[src/rtl/pfb_reorder_buffer_if.sv]
// Sample stream bundle between the PFB lane, the reorder buffer and the FFT core.
// The slave modport is the reorder buffer's view of the bundle.
interface pfb_reorder_buffer_if #(
  parameter int DIN_WIDTH = 18
);
  logic signed [DIN_WIDTH-1:0] din;
  logic                        din_valid;
  logic                        sync_in;
  logic signed [DIN_WIDTH-1:0] dout;
  logic                        dout_valid;
  logic                        sync_out;
  logic                        dout_last;
  logic                        sync_err;

  modport master (
    output din, din_valid, sync_in,
    input  dout, dout_valid, sync_out, dout_last, sync_err
  );

  modport slave (
    input  din, din_valid, sync_in,
    output dout, dout_valid, sync_out, dout_last, sync_err
  );
endinterface

[src/rtl/pfb_reorder_buffer.sv]
// Ping-pong frame buffer feeding the FFT: aligns frames on sync_in and emits each one as a burst.
// Define REORDER_BITREV_EN for bit-reversed output order; otherwise the output is in natural order.
module pfb_reorder_buffer #(
  parameter int DIN_WIDTH = 18,
  parameter int PFB_SIZE  = 64
) (
  input  logic                 clk,
  input  logic                 rst,
  pfb_reorder_buffer_if.slave  bus
);

  localparam int            AW       = $clog2(PFB_SIZE);
  localparam logic [AW-1:0] LAST_IDX = AW'(PFB_SIZE - 1);

  typedef enum logic {W_IDLE, W_FILL} w_state_t;
  typedef enum logic {R_IDLE, R_READ} r_state_t;

  // Two banks in one array; address MSB selects the bank.
  logic signed [DIN_WIDTH-1:0] mem [2*PFB_SIZE];

  w_state_t      w_state_reg, w_state_next;
  logic [AW-1:0] wcnt_reg, wcnt_next;
  logic          wbank_reg, wbank_next;
  logic          sync_err_reg, sync_err_next;
  logic          we;
  logic [AW-1:0] waddr;
  logic          frame_done;

  r_state_t      r_state_reg, r_state_next;
  logic [AW-1:0] rcnt_reg, rcnt_next;
  logic          rbank_reg, rbank_next;
  logic          pend_reg, pend_next;
  logic          pend_bank_reg, pend_bank_next;
  logic          pend_clr;
  logic          rd_en;
  logic [AW-1:0] raddr;

  logic signed [DIN_WIDTH-1:0] dout_reg;
  logic          dout_valid_reg, sync_out_reg, dout_last_reg;

  always_ff @(posedge clk) begin
    if (rst) begin
      w_state_reg   <= W_IDLE;
      wcnt_reg      <= '0;
      wbank_reg     <= 1'b0;
      sync_err_reg  <= 1'b0;
      r_state_reg   <= R_IDLE;
      rcnt_reg      <= '0;
      rbank_reg     <= 1'b0;
      pend_reg      <= 1'b0;
      pend_bank_reg <= 1'b0;
    end else begin
      w_state_reg   <= w_state_next;
      wcnt_reg      <= wcnt_next;
      wbank_reg     <= wbank_next;
      sync_err_reg  <= sync_err_next;
      r_state_reg   <= r_state_next;
      rcnt_reg      <= rcnt_next;
      rbank_reg     <= rbank_next;
      pend_reg      <= pend_next;
      pend_bank_reg <= pend_bank_next;
    end
  end

  always_comb begin
    w_state_next  = w_state_reg;
    wcnt_next     = wcnt_reg;
    wbank_next    = wbank_reg;
    sync_err_next = 1'b0;
    we            = 1'b0;
    waddr         = wcnt_reg;
    frame_done    = 1'b0;
    case (w_state_reg)
      W_IDLE: begin
        if (bus.din_valid && bus.sync_in) begin
          we           = 1'b1;
          waddr        = '0;
          wcnt_next    = AW'(1);
          w_state_next = W_FILL;
        end
      end
      W_FILL: begin
        if (bus.din_valid) begin
          we = 1'b1;
          if (bus.sync_in && (wcnt_reg != '0)) begin
            // Sync arrived mid-frame: drop the partial frame and restart this bank.
            waddr         = '0;
            wcnt_next     = AW'(1);
            sync_err_next = 1'b1;
          end else begin
            wcnt_next = wcnt_reg + AW'(1);
            if (wcnt_reg == LAST_IDX) begin
              frame_done = 1'b1;
              wbank_next = ~wbank_reg;
            end
          end
        end
      end
      default: w_state_next = W_IDLE;
    endcase
  end

  always_comb begin
    r_state_next   = r_state_reg;
    rcnt_next      = rcnt_reg;
    rbank_next     = rbank_reg;
    pend_clr       = 1'b0;
    rd_en          = (r_state_reg == R_READ);
    case (r_state_reg)
      R_IDLE: begin
        if (pend_reg) begin
          r_state_next = R_READ;
          rcnt_next    = '0;
          rbank_next   = pend_bank_reg;
          pend_clr     = 1'b1;
        end
      end
      R_READ: begin
        rcnt_next = rcnt_reg + AW'(1);
        if (rcnt_reg == LAST_IDX) begin
          if (pend_reg) begin
            rbank_next = pend_bank_reg;
            pend_clr   = 1'b1;
          end else begin
            r_state_next = R_IDLE;
          end
        end
      end
      default: r_state_next = R_IDLE;
    endcase
    // Input rate guarantees the pending slot is empty whenever a new frame completes.
    pend_next      = pend_reg & ~pend_clr;
    pend_bank_next = pend_bank_reg;
    if (frame_done) begin
      pend_next      = 1'b1;
      pend_bank_next = wbank_reg;
    end
  end

  genvar gi;
`ifdef REORDER_BITREV_EN
  generate
    for (gi = 0; gi < AW; gi++) begin : g_bitrev
      assign raddr[gi] = rcnt_reg[AW-1-gi];
    end
  endgenerate
`else
  assign raddr = rcnt_reg;
`endif

  always_ff @(posedge clk) begin
    if (we) begin
      mem[{wbank_reg, waddr}] <= bus.din;
    end
  end

  always_ff @(posedge clk) begin
    if (rst) begin
      dout_reg       <= '0;
      dout_valid_reg <= 1'b0;
      sync_out_reg   <= 1'b0;
      dout_last_reg  <= 1'b0;
    end else begin
      dout_valid_reg <= rd_en;
      sync_out_reg   <= rd_en && (rcnt_reg == '0);
      dout_last_reg  <= rd_en && (rcnt_reg == LAST_IDX);
      if (rd_en) begin
        dout_reg <= mem[{rbank_reg, raddr}];
      end
    end
  end

  assign bus.dout       = dout_reg;
  assign bus.dout_valid = dout_valid_reg;
  assign bus.sync_out   = sync_out_reg;
  assign bus.dout_last  = dout_last_reg;
  assign bus.sync_err   = sync_err_reg;

endmodule

[src/flat_wrapper.sv]
// flat-port wrapper written by rule: the top's interface ports become plain ports
module pfb_reorder_buffer_flat 
#(
  parameter int DIN_WIDTH = 18,
  parameter int PFB_SIZE  = 64
)
  (clk, rst, bus_din, bus_din_valid, bus_sync_in, bus_dout, bus_dout_valid, bus_sync_out, bus_dout_last, bus_sync_err);
  pfb_reorder_buffer_if #(.DIN_WIDTH(DIN_WIDTH)) bus_i ();
  input  logic clk;
  input  logic rst;
  input wire logic [$bits(bus_i.din)-1:0] bus_din;
  input wire logic [$bits(bus_i.din_valid)-1:0] bus_din_valid;
  input wire logic [$bits(bus_i.sync_in)-1:0] bus_sync_in;
  output wire logic [$bits(bus_i.dout)-1:0] bus_dout;
  output wire logic [$bits(bus_i.dout_valid)-1:0] bus_dout_valid;
  output wire logic [$bits(bus_i.sync_out)-1:0] bus_sync_out;
  output wire logic [$bits(bus_i.dout_last)-1:0] bus_dout_last;
  output wire logic [$bits(bus_i.sync_err)-1:0] bus_sync_err;
  assign bus_i.din = bus_din;
  assign bus_i.din_valid = bus_din_valid;
  assign bus_i.sync_in = bus_sync_in;
  assign bus_dout = bus_i.dout;
  assign bus_dout_valid = bus_i.dout_valid;
  assign bus_sync_out = bus_i.sync_out;
  assign bus_dout_last = bus_i.dout_last;
  assign bus_sync_err = bus_i.sync_err;
  pfb_reorder_buffer #(.DIN_WIDTH(DIN_WIDTH), .PFB_SIZE(PFB_SIZE)) u_core (.clk(clk), .rst(rst), .bus(bus_i));
endmodule
[config.mk]
export PLATFORM = sky130hd
export DESIGN_NAME = pfb_reorder_buffer_flat
export DESIGN_NICKNAME = d
export VERILOG_FILES = /design/src/rtl/pfb_reorder_buffer_if.sv /design/src/rtl/pfb_reorder_buffer.sv /design/src/flat_wrapper.sv
export SDC_FILE = /design/constraint.sdc
export NUM_CORES = 2
export LEC_CHECK = 0
export ABC_AREA = 1
export BUFFER_PORTS_ARGS = -buffer_cell sky130_fd_sc_hd__buf_2
export CAP_MARGIN = 20
export CORE_MARGIN = 2
export CORE_UTILIZATION = 29
export DETAILED_ROUTE_END_ITERATION = 6
export GPL_TIMING_DRIVEN = 0
export PLACE_DENSITY = 0.53
export SYNTH_ARGS = -nofsm -noshare
export SYNTH_HDL_FRONTEND = slang
export SYNTH_SLANG_ARGS = --single-unit
[constraint.sdc]
create_clock -name clk -period 6.1 [get_ports clk]
set_input_delay 0 -clock clk [delete_from_list [all_inputs] [get_ports clk]]
set_output_delay 0 -clock clk [all_outputs]
set_load 0.02 [all_outputs]
==> flow_metrics.tcl <==
set metrics [dict create \
    final_cell_mix "nand2_1 (2950), edfxtp_1 (2304), nand3_1 (1545)" \
    hold_end "u_core.mem[33][1]$_DFFE_PP_" \
    synth_compound_area_share_pct 1.45 \
    clkSinkCount 2344 \
    netlist_area_um2 96700 \
    routed_wl_mm 400 \
    first_pass_iters 6 \
    status "complete, no violations" \
    die_area_um2 338000 \
    initial_utilization_pct 29.1 \
    finalMaxSlewViolations 0 \
    whs_ns 0.0671 \
    drc_errors 0 \
    largest_reg_flops 2304 \
    synth_top_family_by_area "simple AND/OR/NAND/NOR gates" \
    peakVddDrop_mv 0.312 \
    drt_iter0_markers 10757 \
    ant_nets 0 \
    setup_tns_ns 0 \
    min_path_cells 2 \
    synthSimpleGateAreaFrac_pct 21.6 \
    synth_nets 8731 \
    pwr-share-clk_pct 44.8 \
    power.switching_mw 6.93 \
    synth_adder_area_share_pct 0.0517 \
    yosys.area_share.xor_xnor_pct 0.00905 \
    combPwrFrac_pct 1.6 \
    max-clock-path-buffers 4 \
    end_kind "flip-flop" \
    dpl.hpwl_mm 283 \
    regToRegStartpoint "u_core.raddr[2]$_SDFFE_PP0P_" \
    numCtsBuffers 246 \
    viasPerCell 5.13 \
    grt_max_degree 95 \
    yosys_warnings 0 \
    cts_root_buf "clkbuf_16" \
    required_ns 6.97 \
    syn_inst 8705 \
    criticalPathCategory "reg -> reg" \
    start_kind "flip-flop" \
    r2r_cells 11 \
    dpl_worst_slack_ns 1.81 \
    grt.overflow.total 0 \
    p_leak_nw 41.7 \
    powerDensity_nw_per_um2 288 \
    finalCriticalPeriod_ns 4.55 \
    period_share_pct 74.6 \
    antenna_found_initial 36 \
    htreeDepth 4 \
    grt_use_total_pct 22.9 \
    p_int_mw 26.0 \
    power_mw 33.0 \
    setup_ws_ns 1.55 \
    yosysSeqAreaShare_pct 72.4 \
    die_width_um 582 \
    crit_path_max_fanout 10 \
    wire_per_inst_um 29.0 \
    fin_util_pct 34.4 \
    worstPathArrival_ns 5.42 \
    synth-seq-cells 2344 \
    first_global_vias 65957 \
    insertion_delay_ns 0.96 \
    yosysUniqueCellTypes 29 \
    core_um2 333000 \
    drv_cap 0 \
    relSlewSlack_pct 15.5 \
    die_h_um 582 \
    hold_violations 0 \
    switching_share_pct 21.0 \
    max_freq_ghz 0.220 \
    r2r-end "u_core.bus.dout[5]$_SDFFE_PP0P_" \
    setup_viol 0 \
    synthMuxAreaShare_pct 0 \
    via_count 70714 \
    syn_area_per_cell_um2 11.1 \
    tritoncts "yes" \
    hold_class "in -> reg" \
    post_cts_resized 0 \
    clkTransAtPathRegs_ns 0.07 \
    drive_above_1_share_pct 9.66 \
    min-delay-start "bus_din[1]" \
    rrSetupSlack_ns 1.55 \
    port_buffers 43 \
    mostFrequentLayoutCell "nand2_1" \
    syn_to_final_growth_pct 18.2 \
    nNetsFinal 9206 \
    pwr-share-seq_pct 53.7 \
    worstMarginPinSlew_ns 1.27 \
    rows 212 \
    grt_pass1_wl_mm 538 \
    fin_skew_ns 0.0851 \
    postCtsSetupBuffers 0 \
    rsz0062_at_grt "no" \
    io_pins 44 \
    place_congestion 0.996 \
]
==> cell families after synthesis <==
family | Yosys count
DFF | 2344
buffers and inverters | 1048
and+or+nand+nor | 5042
xor gates and xnor gates | 1
AOI/OAI and AO/OA | 266
adders and majority gates | 4
==> power groups by stage <==
stage	logic, mW	clock network (mW)	registers [mW]
finish	0.517	14.8	17.7
detailed placement	0.497	0	18.0
floorplan	0.0477	0	18.0
global route	0.533	15.4	17.7
global placement	0.423	0	18.1
CTS	0.514	14.9	17.7
==> routing by layer <==
metal / track usage (%) / wire length [um]
met5: 0 / 75
met4: 11.1 / 22200
met1: 30.5 / 159000
met2: 35.2 / 175000
met3: 5.42 / 42300
==> worst max path at each step <==
stage / startpoint / endpoint / slack [ns] / depth (start not counted)
finish: u_core.raddr[2]$_SDFFE_PP0P_ / u_core.bus.dout[5]$_SDFFE_PP0P_ / 1.55 / 11
global route: u_core.raddr[2]$_SDFFE_PP0P_ / u_core.bus.dout[2]$_SDFFE_PP0P_ / 1.62 / 11
CTS: u_core.raddr[2]$_SDFFE_PP0P_ / u_core.bus.dout[9]$_SDFFE_PP0P_ / 1.82 / 11
detailed placement: u_core.raddr[2]$_SDFFE_PP0P_ / u_core.bus.dout[9]$_SDFFE_PP0P_ / 1.81 / 11
global placement: u_core.wcnt_reg[0]$_SDFFE_PP0P_ / u_core.mem[91][6]$_DFFE_PP_ / -1.03 / 12
floorplan: u_core.wcnt_reg[0]$_SDFFE_PP0P_ / u_core.mem[91][0]$_DFFE_PP_ / 2.43 / 12
==> Yosys cell counts, drive strengths merged <==
library cell	instances	share of area (%)
ha	4	0.052
o211ai	21	0.16
nor3	14	0.072
nand2	2950	11
dfxtp	40	0.83
a22oi	1	0.0078
a32o	1	0.010
nand3	1545	8.0
xor2	1	0.0091
clkinv	3	0.013
clkbuf	197	0.76
o21ai	161	0.83
a21boi	1	0.0078
nor2	513	2.0
inv	536	2.1
a221oi	2	0.018
nand4	4	0.026
or2	14	0.091
edfxtp	2304	72
a21oi	79	0.41
buf	312	1.6
nor4	2	0.013
==> timing repair <==
| action | 4_1_cts | 5_1_grt |
|---|---|---|
| endpoints found under the setup margin | 0 | 0 |
| endpoints found under the hold margin | 2178 | 0 |
| hold buffers | 24 | 0 |
==> worst max-delay path: stages (launching register included) <==
cell	delay, ns
dfxtp_1	0.33
inv_2	0.53
clkbuf_1	0.99
clkbuf_1	0.88
nand3_1	0.18
nand3_1	0.13
nand3_1	0.31
nand2_1	0.34
nand2_1	0.09
nand2_1	0.12
nand3_1	0.29
a21oi_1	0.23
==> area by class of cell <==
class / count / area [um^2]
Tap cell: 4387 / 5490
Multi-Input combinational cell: 5313 / 23100
Inverter: 539 / 2030
Timing Repair Buffer: 227 / 3690
Clock inverter: 117 / 1160
Antenna cell: 18 / 45.0
Fill cell: 33009 / 218000
Clock buffer: 324 / 6570
Sequential cell: 2344 / 70000
Buffer: 509 / 2330
==> stage by stage <==
step / std cells / instance area [um^2]
2_1_floorplan: 8705 / 96700
3_3_place_gp: 13135 / 102000
3_5_place_dp: 13284 / 106000
4_1_cts: 13749 / 114000
5_1_grt: 13764 / 114000
6_report: 13778 / 114000
Note: power is estimated with default switching activity, not from simulation.
